<file path="src/rtl/icon_fetch_scheduler.sv">
// Icon fetch scheduler: hit-tests a pixel against NUM_SLOTS icon slots and fetches its RGB bytes from the ROM.
// Optional feature macro TRANSPARENCY_EN: magenta (24'hFF00FF) icon pixels show the background colour.
module icon_fetch_scheduler #(
    parameter int NUM_SLOTS = 4,
    parameter int NUM_ICONS = 8,
    parameter int ICON_W    = 48,
    parameter int ICON_H    = 48,
    parameter int ROM_AW    = 16
) (
    input  logic                         clk,
    input  logic                         rst,
    input  logic                         pix_req,
    output logic                         pix_ready,
    input  logic [9:0]                   x,
    input  logic [9:0]                   y,
    input  logic [23:0]                  bg_rgb,
    output logic                         out_valid,
    output logic [7:0]                   red,
    output logic [7:0]                   green,
    output logic [7:0]                   blue,
    output logic                         out_hit,
    output logic [$clog2(NUM_SLOTS)-1:0] out_slot,
    output logic                         rom_rd,
    output logic [ROM_AW-1:0]            rom_addr,
    input  logic [7:0]                   rom_data,
    input  logic                         cfg_we,
    input  logic [$clog2(NUM_SLOTS)-1:0] cfg_slot,
    input  logic                         cfg_en,
    input  logic [9:0]                   cfg_x,
    input  logic [9:0]                   cfg_y,
    input  logic [$clog2(NUM_ICONS)-1:0] cfg_icon,
    input  logic                         cfg_commit,
    output logic                         cfg_pending
);
    localparam int SW = $clog2(NUM_SLOTS);
    localparam int IW = $clog2(NUM_ICONS);

    localparam logic [2:0] IDLE = 3'd0;
    localparam logic [2:0] CALC = 3'd1;
    localparam logic [2:0] RD_R = 3'd2;
    localparam logic [2:0] RD_G = 3'd3;
    localparam logic [2:0] RD_B = 3'd4;
    localparam logic [2:0] LAST = 3'd5;
    localparam logic [2:0] DONE = 3'd6;

    logic [2:0]    state;
    logic [9:0]    xq, yq;
    logic [7:0]    r_tmp, g_tmp;
    logic [SW-1:0] slot_q;
    logic          pending;
`ifdef TRANSPARENCY_EN
    logic [23:0]   bg_q;
`endif

    logic          sh_en   [NUM_SLOTS];
    logic [9:0]    sh_x    [NUM_SLOTS];
    logic [9:0]    sh_y    [NUM_SLOTS];
    logic [IW-1:0] sh_icon [NUM_SLOTS];
    logic          act_en  [NUM_SLOTS];
    logic [9:0]    act_x   [NUM_SLOTS];
    logic [9:0]    act_y   [NUM_SLOTS];
    logic [IW-1:0] act_icon[NUM_SLOTS];

    logic [NUM_SLOTS-1:0] slot_hit;
    logic                 hit_any;
    logic [SW-1:0]        hit_idx;
    logic [31:0]          base_full;
    logic                 copy;

    assign pix_ready   = (state == IDLE);
    assign cfg_pending = pending;
    assign copy        = (state == IDLE) && (pending || cfg_commit);

    // Window compares are done at 11 bits so sx+ICON_W near the right edge cannot wrap.
    always_comb begin
        slot_hit = '0;
        for (int s = 0; s < NUM_SLOTS; s++) begin
            slot_hit[s] = act_en[s]
                && ({1'b0, xq} >= {1'b0, act_x[s]})
                && ({1'b0, xq} <  ({1'b0, act_x[s]} + 11'(ICON_W)))
                && ({1'b0, yq} >= {1'b0, act_y[s]})
                && ({1'b0, yq} <  ({1'b0, act_y[s]} + 11'(ICON_H)));
        end
    end

    // Scanning downward leaves the lowest-index hit as the final assignment.
    always_comb begin
        hit_any   = 1'b0;
        hit_idx   = '0;
        base_full = '0;
        for (int s = NUM_SLOTS - 1; s >= 0; s--) begin
            if (slot_hit[s]) begin
                hit_any   = 1'b1;
                hit_idx   = SW'(s);
                base_full = 32'(act_icon[s]) * 32'(ICON_W * ICON_H * 3)
                          + (32'(yq - act_y[s]) * 32'(ICON_W) + 32'(xq - act_x[s])) * 32'd3;
            end
        end
    end

    always_ff @(posedge clk) begin
        if (rst) begin
            state     <= IDLE;
            xq        <= '0;
            yq        <= '0;
            r_tmp     <= '0;
            g_tmp     <= '0;
            slot_q    <= '0;
            out_valid <= 1'b0;
            out_hit   <= 1'b0;
            out_slot  <= '0;
            red       <= '0;
            green     <= '0;
            blue      <= '0;
            rom_rd    <= 1'b0;
            rom_addr  <= '0;
`ifdef TRANSPARENCY_EN
            bg_q      <= '0;
`endif
        end else begin
            out_valid <= 1'b0;
            case (state)
                IDLE: begin
                    if (pix_req) begin
                        xq    <= x;
                        yq    <= y;
                        state <= CALC;
                    end
                end
                CALC: begin
`ifdef TRANSPARENCY_EN
                    bg_q <= bg_rgb;
`endif
                    if (hit_any) begin
                        slot_q   <= hit_idx;
                        rom_rd   <= 1'b1;
                        rom_addr <= base_full[ROM_AW-1:0];
                        state    <= RD_R;
                    end else begin
                        {red, green, blue} <= bg_rgb;
                        out_hit   <= 1'b0;
                        out_slot  <= '0;
                        out_valid <= 1'b1;
                        state     <= DONE;
                    end
                end
                RD_R: begin
                    rom_addr <= rom_addr + ROM_AW'(1);
                    state    <= RD_G;
                end
                RD_G: begin
                    r_tmp    <= rom_data;
                    rom_addr <= rom_addr + ROM_AW'(1);
                    state    <= RD_B;
                end
                RD_B: begin
                    g_tmp  <= rom_data;
                    rom_rd <= 1'b0;
                    state  <= LAST;
                end
                LAST: begin
                    // Results are staged so the outputs only change together with out_valid.
`ifdef TRANSPARENCY_EN
                    if ({r_tmp, g_tmp, rom_data} == 24'hFF00FF) begin
                        {red, green, blue} <= bg_q;
                        out_hit <= 1'b0;
                    end else begin
                        {red, green, blue} <= {r_tmp, g_tmp, rom_data};
                        out_hit <= 1'b1;
                    end
`else
                    {red, green, blue} <= {r_tmp, g_tmp, rom_data};
                    out_hit <= 1'b1;
`endif
                    out_slot  <= slot_q;
                    out_valid <= 1'b1;
                    state     <= DONE;
                end
                DONE:    state <= IDLE;
                default: state <= IDLE;
            endcase
        end
    end

    // The copy samples the shadow bank before any same-cycle cfg_we lands.
    always_ff @(posedge clk) begin
        if (rst) begin
            pending <= 1'b0;
            for (int s = 0; s < NUM_SLOTS; s++) begin
                sh_en[s]    <= 1'b0;
                sh_x[s]     <= '0;
                sh_y[s]     <= '0;
                sh_icon[s]  <= '0;
                act_en[s]   <= 1'b0;
                act_x[s]    <= '0;
                act_y[s]    <= '0;
                act_icon[s] <= '0;
            end
        end else begin
            if (copy) begin
                pending <= 1'b0;
                for (int s = 0; s < NUM_SLOTS; s++) begin
                    act_en[s]   <= sh_en[s];
                    act_x[s]    <= sh_x[s];
                    act_y[s]    <= sh_y[s];
                    act_icon[s] <= sh_icon[s];
                end
            end else if (cfg_commit) begin
                pending <= 1'b1;
            end
            if (cfg_we) begin
                sh_en[cfg_slot]   <= cfg_en;
                sh_x[cfg_slot]    <= cfg_x;
                sh_y[cfg_slot]    <= cfg_y;
                sh_icon[cfg_slot] <= cfg_icon;
            end
        end
    end
endmodule

</file>
<file path="config.mk">
export PLATFORM = sky130hd
export DESIGN_NAME = icon_fetch_scheduler
export DESIGN_NICKNAME = d
export VERILOG_FILES = /design/src/rtl/icon_fetch_scheduler.sv
export SDC_FILE = /design/constraint.sdc
export NUM_CORES = 1
export LEC_CHECK = 0
export ABC_AREA = 1
export BUFFER_PORTS_ARGS = -buffer_cell sky130_fd_sc_hd__buf_2
export CORE_ASPECT_RATIO = 0.5
export CORE_MARGIN = 2
export CORE_UTILIZATION = 60
export DETAILED_ROUTE_END_ITERATION = 8
export PLACE_DENSITY_LB_ADDON = 0.15
export SYNTH_ARGS = -nofsm -noshare
export SYNTH_HDL_FRONTEND = slang
export SYNTH_SLANG_ARGS = --single-unit
</file>
<file path="constraint.sdc">
create_clock -name clk -period 12.9 [get_ports clk]
set_clock_uncertainty 0.05 [all_clocks]
set_input_delay 1.29 -clock clk [delete_from_list [all_inputs] [get_ports clk]]
set_output_delay 1.29 -clock clk [all_outputs]
set_load 0.02 [all_outputs]
</file>
# After elaboration in Yosys (flattened, before gate mapping)
# Memories as Yosys holds them, arrays and structs flattened.
# Cells that the tools add are included.
totals:
  regBits: 87
  latch_bits: 0
  ramBits: 192
  romBits: 0
  inputBits: 83
  out_inout_bits: 47
  word_cells: 200
  n_memories: 8
memory_table:
  columns: ["memory", "words", "width", "rd", "rd_clocked_by_memory_dff", "write_ports", "line", "source"]
  rows:
  - ["act_x", 4, 10, 4, 0, 4, "60", "logic [9:0] act_x [NUM_SLOTS];"]
  - ["act_y", 4, 10, 4, 0, 4, "61", "logic [9:0] act_y [NUM_SLOTS];"]
  - ["sh_x", 4, 10, 4, 0, 4, "56", "logic [9:0] sh_x [NUM_SLOTS];"]
  - ["sh_y", 4, 10, 4, 0, 4, "57", "logic [9:0] sh_y [NUM_SLOTS];"]
  - ["act_icon", 4, 3, 4, 0, 4, "62", "logic [IW-1:0] act_icon[NUM_SLOTS];"]
  - ["sh_icon", 4, 3, 4, 0, 4, "58", "logic [IW-1:0] sh_icon [NUM_SLOTS];"]
  - ["2 more memories", null, null, null, null, null, null, null]
classes:
  addsub: 25
  mul: 12
  div: 0
  order_cmp: 16
  eq_ne: 8
  shift: 0
  mux: 67
  bitwise_logic: 16
  n_reduce_logical: 33
ops:
  columns: ["cell", "n"]
  rows:
  - ["$add A32 B32 Y32", 4]
  - ["$mul A32 B2 Y16 const B", 4]
  - ["$mul A32 B2 Y28 const B", 4]
  - ["$mux W10", 10]
  - ["$add A10 B6 Y11 const B", 8]
  - ["$lt A10 B11 Y1", 8]
  - ["$sub A10 B10 Y11", 8]
  - ["$ge A10 B10 Y1", 8]
  - ["$mux W16", 5]
  - ["$add A16 B16 Y16", 4]
  - ["$pmux W8 S2", 3]
  - ["$mul A3 B5 Y8 const B", 4]
  - ["$pmux W16 S2", 1]
  - ["$mux W1", 24]
  - ["$mux W8", 3]
  - ["$mux W3", 7]
  - ["$reduce_or A10 Y1", 2]
  - ["$mux W2", 9]
  - ["$pmux W3 S6", 1]
  - ["$logic_and A1 B1 Y1", 17]
  - ["$add A16 B1 Y16 const B", 1]
  - ["$or A1 B1 Y1", 16]
  - ["$reduce_and A2 Y1", 5]
  - ["$eq A3 B2 Y1 const B", 2]
  - ["other kinds (11)", 19]

# Logic depth before layout (Yosys ltp)
# Gate-level depths: netlist (run 1).
# An unclocked memory read counts as a cell.
depth:
  word_depth: 12
  mapped_depth: 43
  ltp_nobuf: 43

# Least setup slack after synthesis (run 1)
# No wires, ideal clock.
synth_path:
  path_type: "reg2reg"
  start: "register yq[0]"
  end: "register rom_addr[15]"
  setup_time_ns: 0.070
  arrival_time_ns: 5.487
  t_required_ns: 12.780
  slack_ns: 7.293
  stages_incl_launch_ff: 39
  path_buffers: 0
  period_less_slack_ns: 5.607
  path_cell_list: "dfxtp_1 > inv_1 > ha_1 > inv_1 > fa_1 > xor2_1 > ha_1 > inv_1 > o21ai_0 > a21oi_1 > o21bai_1 > xnor2_1 > inv_1 > ha_1 > nand2_1 > inv_1 > nand2_1 > nand2_1 > (+3 left out) > nor2_1 > xor2_1 > inv_1 > fa_1 > inv_1 > ha_1 > nand2_1 > nor2_1 > nand4_1 > o21ai_0 > inv_1 > nand3_1 > nand3_1 > nand3_1 > nand2_1 > nand2_1 > nand2_1 > a21oi_1"
synth_between:
  elab_chain_len: 11
  elab_cells_between_ends: 48
  classes_between: "add/sub (12); mul (8); order compare (8); eq/ne (1); mux (10); reduce/logical (9)"
synth_rtl:
  columns: ["element", "line", "source"]
  rows:
  - ["start: declaration", "47", "logic [9:0] xq, yq;"]
  - ["start signal: assignment", "126", "yq <= y;"]
  - ["$sub A10 B10 Y11", "96", "+ (32'(yq - act_y[s]) * 32'(ICON_W) + 32'(xq - act_x[s])) * 32'd3;"]
  - ["$mul A32 B2 Y28", "96", null]
  - ["$add A32 B32 Y32", "96", null]
  - ["$mul A32 B2 Y16", "96", null]
  - ["$add A16 B16 Y16", "96", null]
  - ["$mux W16 (4 in series)", "92", "if (slot_hit[s]) begin"]
  - ["$mux W16", "134", "if (hit_any) begin"]
  - ["$pmux W16 S2", "122", "case (state)"]
  - ["end signal: assignment", "137", "rom_addr <= base_full[ROM_AW-1:0];"]
  - ["end signal: assignment", "148", "rom_addr <= rom_addr + ROM_AW'(1);"]
  - ["end signal: assignment", "153", "rom_addr <= rom_addr + ROM_AW'(1);"]
  - ["end: declaration", "24", "output logic [ROM_AW-1:0] rom_addr,"]
# Parallel ways exist; a longest one is shown, timed or not. The select of a mux whose other input is x is not followed.
# A chain may end at the register's enable or synchronous reset.

# Worst setup path in the final report (run 1)
layout_path:
  start: "register yq[1]"
  end: "register rom_addr[15]"
# Same word-level chain as after synthesis.

==> impl_metrics.toml, run 1 <==
[setup_path]
rrSetupSlack_ps = 6210
reg2reg_depth = 38
max_stage_delay_ps = 790
crit_type = "register to register"
endpoint = "rom_addr[15]"
regToRegEndpoint = "rom_addr[15]"
arrival_ps = 7160
crit_path_start = "yq[1]"
worst_path_max_delay_cell = "dfxtp_1"
cp.required_ps = 13370
cp-end-kind = "register"
r2r_start = "yq[1]"
start_kind = "register"
cp_max_fo = 9

[worst_hold_path]
hold_class = "register to register"

[sta]
period_minus_slack_ps = 6690
report.final.slew_viol_count = 0
slew-limit-headroom_pct = 22.0
timing.fmax_ghz = 0.149
finalSetupTns_ps = 0
final-setup-viol-count = 0
worst_slack_ps = 6210
rsz0062_at_grt = "no"
fin_crit_sh_pct = 51.9
hold_viol_final = 0
tightest_slew_ps = 1170

[cts]
cts.sinks = 279
insertion_delay_ps = 590
cts_max_level = 1
clk_path_buf_depth = 3
hold_buffers = 0
cts_made_buffers = 28
cts_tree = "done"
root_buffer = "clkbuf_16"
postCtsSetupRepairBufs = 0
clk_pin_slew_ps = 70
cts-resized-gates = 0

[floorplan]
die_h_um = 149
rows = 53
num_io_pins = 130
dieArea_mm2 = 0.0439
core_area_mm2 = 0.0418
fp.dieW_um = 294
initial_core_util_pct = 60.5

[yosys]
yosysSeqAreaShare_pct = 29.7
avgSynthCellArea_um2 = 7.61
ys_ff_latch = 279
synth_edf_count = 192
synth-xor-area-share_pct = 7.31
synth_fp_nets = 3791
synth_top_family_by_area = "simple AND/OR/NAND/NOR gates"
synth_ff_type = "edfxtp_1"
yosysUniqueCellTypes = 50
yosys_warnings = 0
synthArstFlopShare_pct = 0
syn_area_mm2 = 0.0253
netlist_instances = 3320
yosys.area_share.simple_pct = 21.5
synthMuxAreaShare_pct = 0
synth_compound_area_share_pct = 11.4
synth_fa_ha_area_share_pct = 20.8

[run_status]
status = "complete, no violations"

[global_route]
grt_usage_pct = 29.7
grt_max_degree = 76
overflow = 0
grt_pass1_vias = 21065
grt_pass1_wl_um = 104000
antenna_found_initial = 0

[finish]
fin_util_pct = 65.7
stdcell_area_mm2 = 0.0275
final_common_cell = "nand2_1"
area_delta_synth_final_pct = 8.68
drive_gt1_share_pct = 6.53
layout.nets = 3909
mostFrequentLayoutCells = "589 x nand2_1, 554 x inv_1, 422 x nor2_1"

[detailed_routing]
drt_first_pass_iters = 6
drt-initial-drc-count = 1788
wl_per_cell_um = 16.2
routed_wirelength_um = 64900
drt-vias-per-instance = 5.49
num_vias = 22032
drc = 0
postRouteAntennaNets = 0

[placed_design]
dpl_cell_area_mm2 = 0.0265
place.gp.congestion = 0.947
hpwlAfterDp_um = 51100
dpl_worst_slack_ps = 6350
io_buffers = 129

[run]
maxCapViolations = 0
[synth_stat cells, drive strengths merged (3+ instances only)]
master / instances / share of area (%)
o31ai: 6 / 0.18
ha: 336 / 17
a221oi: 3 / 0.10
or2: 7 / 0.17
o21a: 8 / 0.24
clkinv: 3 / 0.064
dfxtp: 87 / 6.9
nor3: 34 / 0.69
a21oi: 249 / 4.9
a21o: 28 / 0.83
a21boi: 3 / 0.089
fa: 52 / 4.1
nor2: 429 / 6.5
nand3: 184 / 3.7
o211ai: 4 / 0.12
nand2: 595 / 8.9
inv: 557 / 8.3
o221ai: 3 / 0.10
xnor2: 72 / 2.5
nand3b: 11 / 0.33
buf: 13 / 0.38
edfxtp: 192 / 23
o21ai: 149 / 3.0
nand4: 41 / 1.0
o21bai: 23 / 0.68
a31oi: 32 / 0.79
clkbuf: 45 / 0.67
xor2: 139 / 4.8
a211oi: 3 / 0.089
[state kept, by name (all words and copies together) (netlist names), 12 cells and up]
register,count
sh_icon,12
sh_y,40
act_x,40
act_icon,12
rom_addr,16
sh_x,40
act_y,40
[cells by family after synthesis]
kind of cell | count (synthesis)
AND/OR/NAND/NOR | 1306
buffers and inverters | 618
AO/OA/AOI/OAI | 518
adder cells (fa/ha/maj) | 388
flip-flops | 279
XOR/XNOR | 211
[through the flow]
| step | cells | hold slack [ps] |
|---|---|---|
| after floorplan | 3320 | 364 |
| after global placement | 3958 | 381 |
| after detailed placement | 3958 | 391 |
| after CTS | 4009 | 404 |
| after global routing | 4009 | 429 |
| final | 4010 | 404 |
[cell type report]
class | instances | area [µm²]
Timing Repair Buffer | 146 | 773
Inverter | 560 | 2110
Fill cell | 3656 | 14300
Clock inverter | 17 | 236
Multi-Input combinational cell | 2423 | 15400
Tap cell | 550 | 688
Sequential cell | 279 | 7510
Antenna cell | 1 | 2.50
Clock buffer | 34 | 733
[per-layer routing]
layer  vias to the layer above  routed length (µm)  track usage (%)
li1                      11096                   -                -
met1                     10239               29600             40.7
met2                       599               28300             48.1
met3                        98                5560             6.41
met4                         0                1420             7.04
met5                         -                   0                0
[how the worst min path moves through the flow]
stage | startpoint | endpoint | depth (start not counted)
floorplan | state[0] | state[0] | 1
global placement | state[0] | state[0] | 1
detailed placement | state[0] | state[0] | 1
CTS | state[0] | state[0] | 1
global route | g_tmp[0] | g_tmp[0] | 2
finish | g_tmp[0] | g_tmp[0] | 2
[critical path, delay by kind of cell, from the launching register on]
kind | cells | cell delay, ps
and+or+nand+nor | 14 | 1290
AOI/OAI and AO/OA | 8 | 1570
adders and majority gates | 5 | 1810
buffers and inverters | 8 | 520
DFF | 1 | 790
xor gates and xnor gates | 3 | 580
Power of run 1 is left out: the tool's default activity adds up to more than one toggle a clock period on the data nets, which glitch-free logic cannot reach.
==> inputs of run 2 (changes only) <==
--- a/config.mk
+++ b/config.mk
@@ -5,7 +5,7 @@
 export SDC_FILE = /design/constraint.sdc
 export NUM_CORES = 1
 export LEC_CHECK = 0
-export ABC_AREA = 1
+export ABC_AREA = 0
 export BUFFER_PORTS_ARGS = -buffer_cell sky130_fd_sc_hd__buf_2
 export CORE_ASPECT_RATIO = 0.5
 export CORE_MARGIN = 2
==> constraint.sdc (replaced) <==
create_clock -name clk -period 6.2 [get_ports clk]
set_clock_uncertainty 0.05 [all_clocks]
set_input_delay 0.62 -clock clk [delete_from_list [all_inputs] [get_ports clk]]
set_output_delay 0.62 -clock clk [all_outputs]
set_load 0.02 [all_outputs]
==> impl_metrics.toml, run 2 <==
[run]
maxCapViolations = 0

[cts]
clk_path_buf_depth = 3
cts_made_buffers = 26
insertion_delay_ps = 580
cts_max_level = 1
root_buffer = "clkbuf_16"
cts.sinks = 279
clk_pin_slew_ps = 70
cts_tree = "done"

[setup_path]
crit_type = "register to register"
crit_top_cell = "a21oi_2"
cp-end-kind = "register"
cp.required_ps = 6610
arrival_ps = 6520
start_kind = "register"
max_stage_delay_ps = 580
worst_path_max_delay_cell = "fa_2"
cp_max_fo = 3

[finish]
n_antenna_cell = 0
mostFrequentLayoutCells = "311 x ha_1, 200 x and2_1, 192 x edfxtp_1"
layout.nets = 3159
drive_gt1_share_pct = 16.2
final_common_cell = "ha_1"
area_delta_synth_final_pct = 15.0
fin_util_pct = 69.9
stdcell_area_mm2 = 0.0271

[sta]
period_minus_slack_ps = 6110
hold_viol_final = 0
timing.fmax_ghz = 0.164
tightest_slew_ps = 1300
slew-limit-headroom_pct = 12.7
finalSetupTns_ps = 0
rsz0062_at_grt = "yes"
fin_crit_sh_pct = 98.5
report.final.slew_viol_count = 0
final-setup-viol-count = 0
whs_ps = 227

[yosys]
synth_top_family_by_area = "adder cells"
yosysMostFrequentCell = "ha_1"
synth.area.top_cells = "edfxtp_1 24%, ha_1 18%, dfxtp_1 7.4%"
synth_fp_nets = 2949
synthArstFlopShare_pct = 0
ys_ff_latch = 279
syn_area_mm2 = 0.0236
synth_compound_area_share_pct = 15.8
synth_edf_count = 192
synth_common_cells = "336 x ha_1, 216 x a21oi_1, 200 x and2_1"
synth-xor-area-share_pct = 8.78
avgSynthCellArea_um2 = 9.51
yosysUniqueCellTypes = 84
synth_fa_ha_area_share_pct = 22.3
yosys.area.top_type = "edfxtp_1"
yosys.area_share.simple_pct = 16.3
yosysSeqAreaShare_pct = 31.9
synthMuxAreaShare_pct = 1.11
yosys_warnings = 0
synth_ff_type = "edfxtp_1"
synth_top_area_share_pct = 24.5
netlist_instances = 2478

[global_route]
grt_pass1_vias = 17489
grt_max_degree = 97
antenna_found_initial = 1
grt_pass1_wl_um = 95800
grt_usage_pct = 30.0
overflow = 0

[placed_design]
place.gp.congestion = 0.952
io_buffers = 129
dpl_cell_area_mm2 = 0.0253
hpwlAfterDp_um = 49000

[detailed_routing]
num_vias = 18969
routed_wirelength_um = 63600
wl_per_cell_um = 19.6
postRouteAntennaNets = 0
drc = 0
drt_first_pass_iters = 5
drt-vias-per-instance = 5.86
drt-initial-drc-count = 1526

[worst_hold_path]
hold_class = "primary input to register"

[floorplan]
initial_core_util_pct = 60.7
core_area_mm2 = 0.0388
dieArea_mm2 = 0.0410
die_h_um = 144
fp.dieW_um = 284
num_io_pins = 130
rows = 51

[run_status]
status = "complete, no violations"
run 2: path summary, 6_finish.rpt:
check,startpoint,endpoint,slack (ps),cells past startpoint
worst min register to register,out_hit,out_hit,400,2
worst min-delay path,x[4],xq[4],230,3
worst max-delay path,yq[0],rom_addr[15],90,28
worst max register to register,yq[0],rom_addr[15],90,28
run 2: kinds of logic after synthesis:
kind of cell    Yosys count
compound gates          578
xor+xnor                229
fa+ha+maj               388
buf+inv                 238
flops                   279
mux                      26
simple gates            740
run 2: layer usage:
layer / global-route usage, % / vias to the layer above / share of wire (%)
li1: - / 9268 / -
met1: 44.3 / 8938 / 48
met2: 45.2 / 672 / 41
met3: 6.03 / 91 / 8.6
met4: 6.62 / 0 / 2.4
met5: 0 / - / 0
run 2: layout make-up:
type,count,area (µm²)
inverters,182,683
clock inverters,14,134
flip-flops and latches,279,7510
fillers,2974,11700
clock buffers,34,712
multi-input cells,1961,15900
well taps,530,663
repair buffers,238,1490
run 2: what timing repair did:
item / in CTS / in global routing
resized for setup: 16 / 126
endpoints found under the setup margin: 2 / 5
hold buffers: 0 / 0
buffers inserted: 2 / 22
pin swaps: 5 / 81
run 2: stage by stage:
stage,setup slack (ps),instances
after floorplan,156,2478
after CTS,4.82,3217
after global placement,66.2,3167
after detailed placement,-174,3167
final,93.0,3238
after global routing,-206,3238
run 2: critical path: cells and delay by family, from the launching register on:
kind	cells	cell delay, ps
adders and majority gates	6	1900
buffers and inverters	3	180
DFF	1	330
AOI/OAI and AO/OA	10	2000
xor gates and xnor gates	4	590
and+or+nand+nor	5	950
Power of run 2 is left out for the same reason.
==> inputs of run 3 (changes only) <==
--- a/config.mk
+++ b/config.mk
@@ -12,6 +12,7 @@
 export CORE_UTILIZATION = 60
 export DETAILED_ROUTE_END_ITERATION = 8
 export PLACE_DENSITY_LB_ADDON = 0.15
+export REMOVE_ABC_BUFFERS = 1
 export SYNTH_ARGS = -nofsm -noshare
 export SYNTH_HDL_FRONTEND = slang
 export SYNTH_SLANG_ARGS = --single-unit
==> impl_metrics.toml, run 3 (synthesized netlist as in run 2, its figures left out) <==
[sta]
rsz0062_at_grt = "yes"
hold_viol_final = 0
report.final.slew_viol_count = 0
fin_crit_sh_pct = 97.7
slew-limit-headroom_pct = 14.3
period_minus_slack_ps = 6060
tightest_slew_ps = 1270
final-setup-viol-count = 0
timing.fmax_ghz = 0.165

[global_route]
grt_pass1_vias = 16689
grt_pass1_wl_um = 89100
grt_max_degree = 97
grt_usage_pct = 27.7
antenna_found_initial = 0
overflow = 0

[floorplan]
num_io_pins = 130
fp.dieW_um = 284
rows = 51
dieArea_mm2 = 0.0410
die_h_um = 144
initial_core_util_pct = 60.7
core_area_mm2 = 0.0388

[finish]
final_common_cell = "ha_1"
area_delta_synth_final_pct = 15.7
drive_gt1_share_pct = 17.5
layout.nets = 3164
mostFrequentLayoutCells = "315 x ha_1, 200 x and2_1, 192 x edfxtp_1"
n_antenna_cell = 0
finalNonFillerCells = 3242

[setup_path]
max_stage_delay_ps = 470
arrival_ps = 6490
start_kind = "register"
worst_path_max_delay_cell = "fa_2"
cp_max_fo = 4
cp.required_ps = 6640
crit_type = "register to register"
cp-end-kind = "register"

[detailed_routing]
num_vias = 18827
routed_wirelength_um = 59700
drt-vias-per-instance = 5.81
drt_first_pass_iters = 5
drc = 0
postRouteAntennaNets = 0
drt-initial-drc-count = 1416
wl_per_cell_um = 18.4

[run_status]
status = "complete, no violations"

[cts]
insertion_delay_ps = 590
cts_tree = "done"
clk_path_buf_depth = 3
cts_made_buffers = 27
cts.sinks = 279
cts_max_level = 1
hold_buffers = 0
clk_pin_slew_ps = 80
root_buffer = "clkbuf_16"

[placed_design]
io_buffers = 129
dp_cells = 3164
place.gp.congestion = 0.906
hpwlAfterDp_um = 46000

[run]
maxCapViolations = 0

[worst_hold_path]
hold_class = "primary input to register"
==> run 3: cell types whose count changed in the layout (fill, tap and decap cells not counted), sizes merged <==
cell | before | now
buf | 238 | 242
bufinv | 1 | 0
clkbuf | 34 | 31
clkinv | 9 | 7
inv | 182 | 188
==> run 3: worst max-delay path: cells and delay by family, from the launching register on <==
kind | cells | cell delay [ps]
compound gates | 9 | 2030
xor+xnor | 4 | 740
fa+ha+maj | 7 | 2210
buf+inv | 4 | 310
flops | 1 | 330
simple gates | 2 | 270
==> run 3: repair_timing <==
| action | in CTS | in global routing |
|---|---|---|
| endpoints found under the setup margin | 4 | 5 |
| setup buffers | 3 | 27 |
| pin swaps | 7 | 68 |
| gates resized for setup | 21 | 143 |
| hold endpoints to repair | 0 | 0 |
==> run 3: routing by layer <==
metal / track usage (%) / share of wire [%] / up-vias
met5: 0 / 0 / -
met4: 7.17 / 2.4 / 0
met3: 4.46 / 7.2 / 90
met2: 41.0 / 42 / 576
met1: 42.0 / 48 / 8887
li1: - / - / 9274
==> run 3: stage by stage <==
step	utilization [%]	setup slack (ps)	setup TNS (ps)	cell area, µm²	hold slack (ps)
after global routing	70.3	-150	-345	27300	224
final	70.3	142	0	27300	223
after floorplan	-	155	0	23300	376
after global placement	65.3	-12.2	-14.5	25300	393
after CTS	67.9	0.870	0	26300	196
after detailed placement	65.3	-165	-309	25300	399
==> run 3: area by class of cell <==
cell class                 count  area [µm²]
clock buffer                  31         743
clock inverter                17         131
fill                        3044       11500
inverter                     182         683
multi-input combinational   1961       16000
sequential                   279        7510
tap                          530         663
timing repair buffer         242        1510
==> run 3: final timing paths <==
path              startpoint            to  slack (ps)  cells past startpoint
setup / recovery       yq[0]  rom_addr[15]         140                     26
hold / removal          x[2]         xq[2]         220                      3
setup reg to reg       yq[0]  rom_addr[15]         140                     26
hold reg to reg     g_tmp[2]      g_tmp[2]         410                      2
Power of run 3 is left out for the same reason.
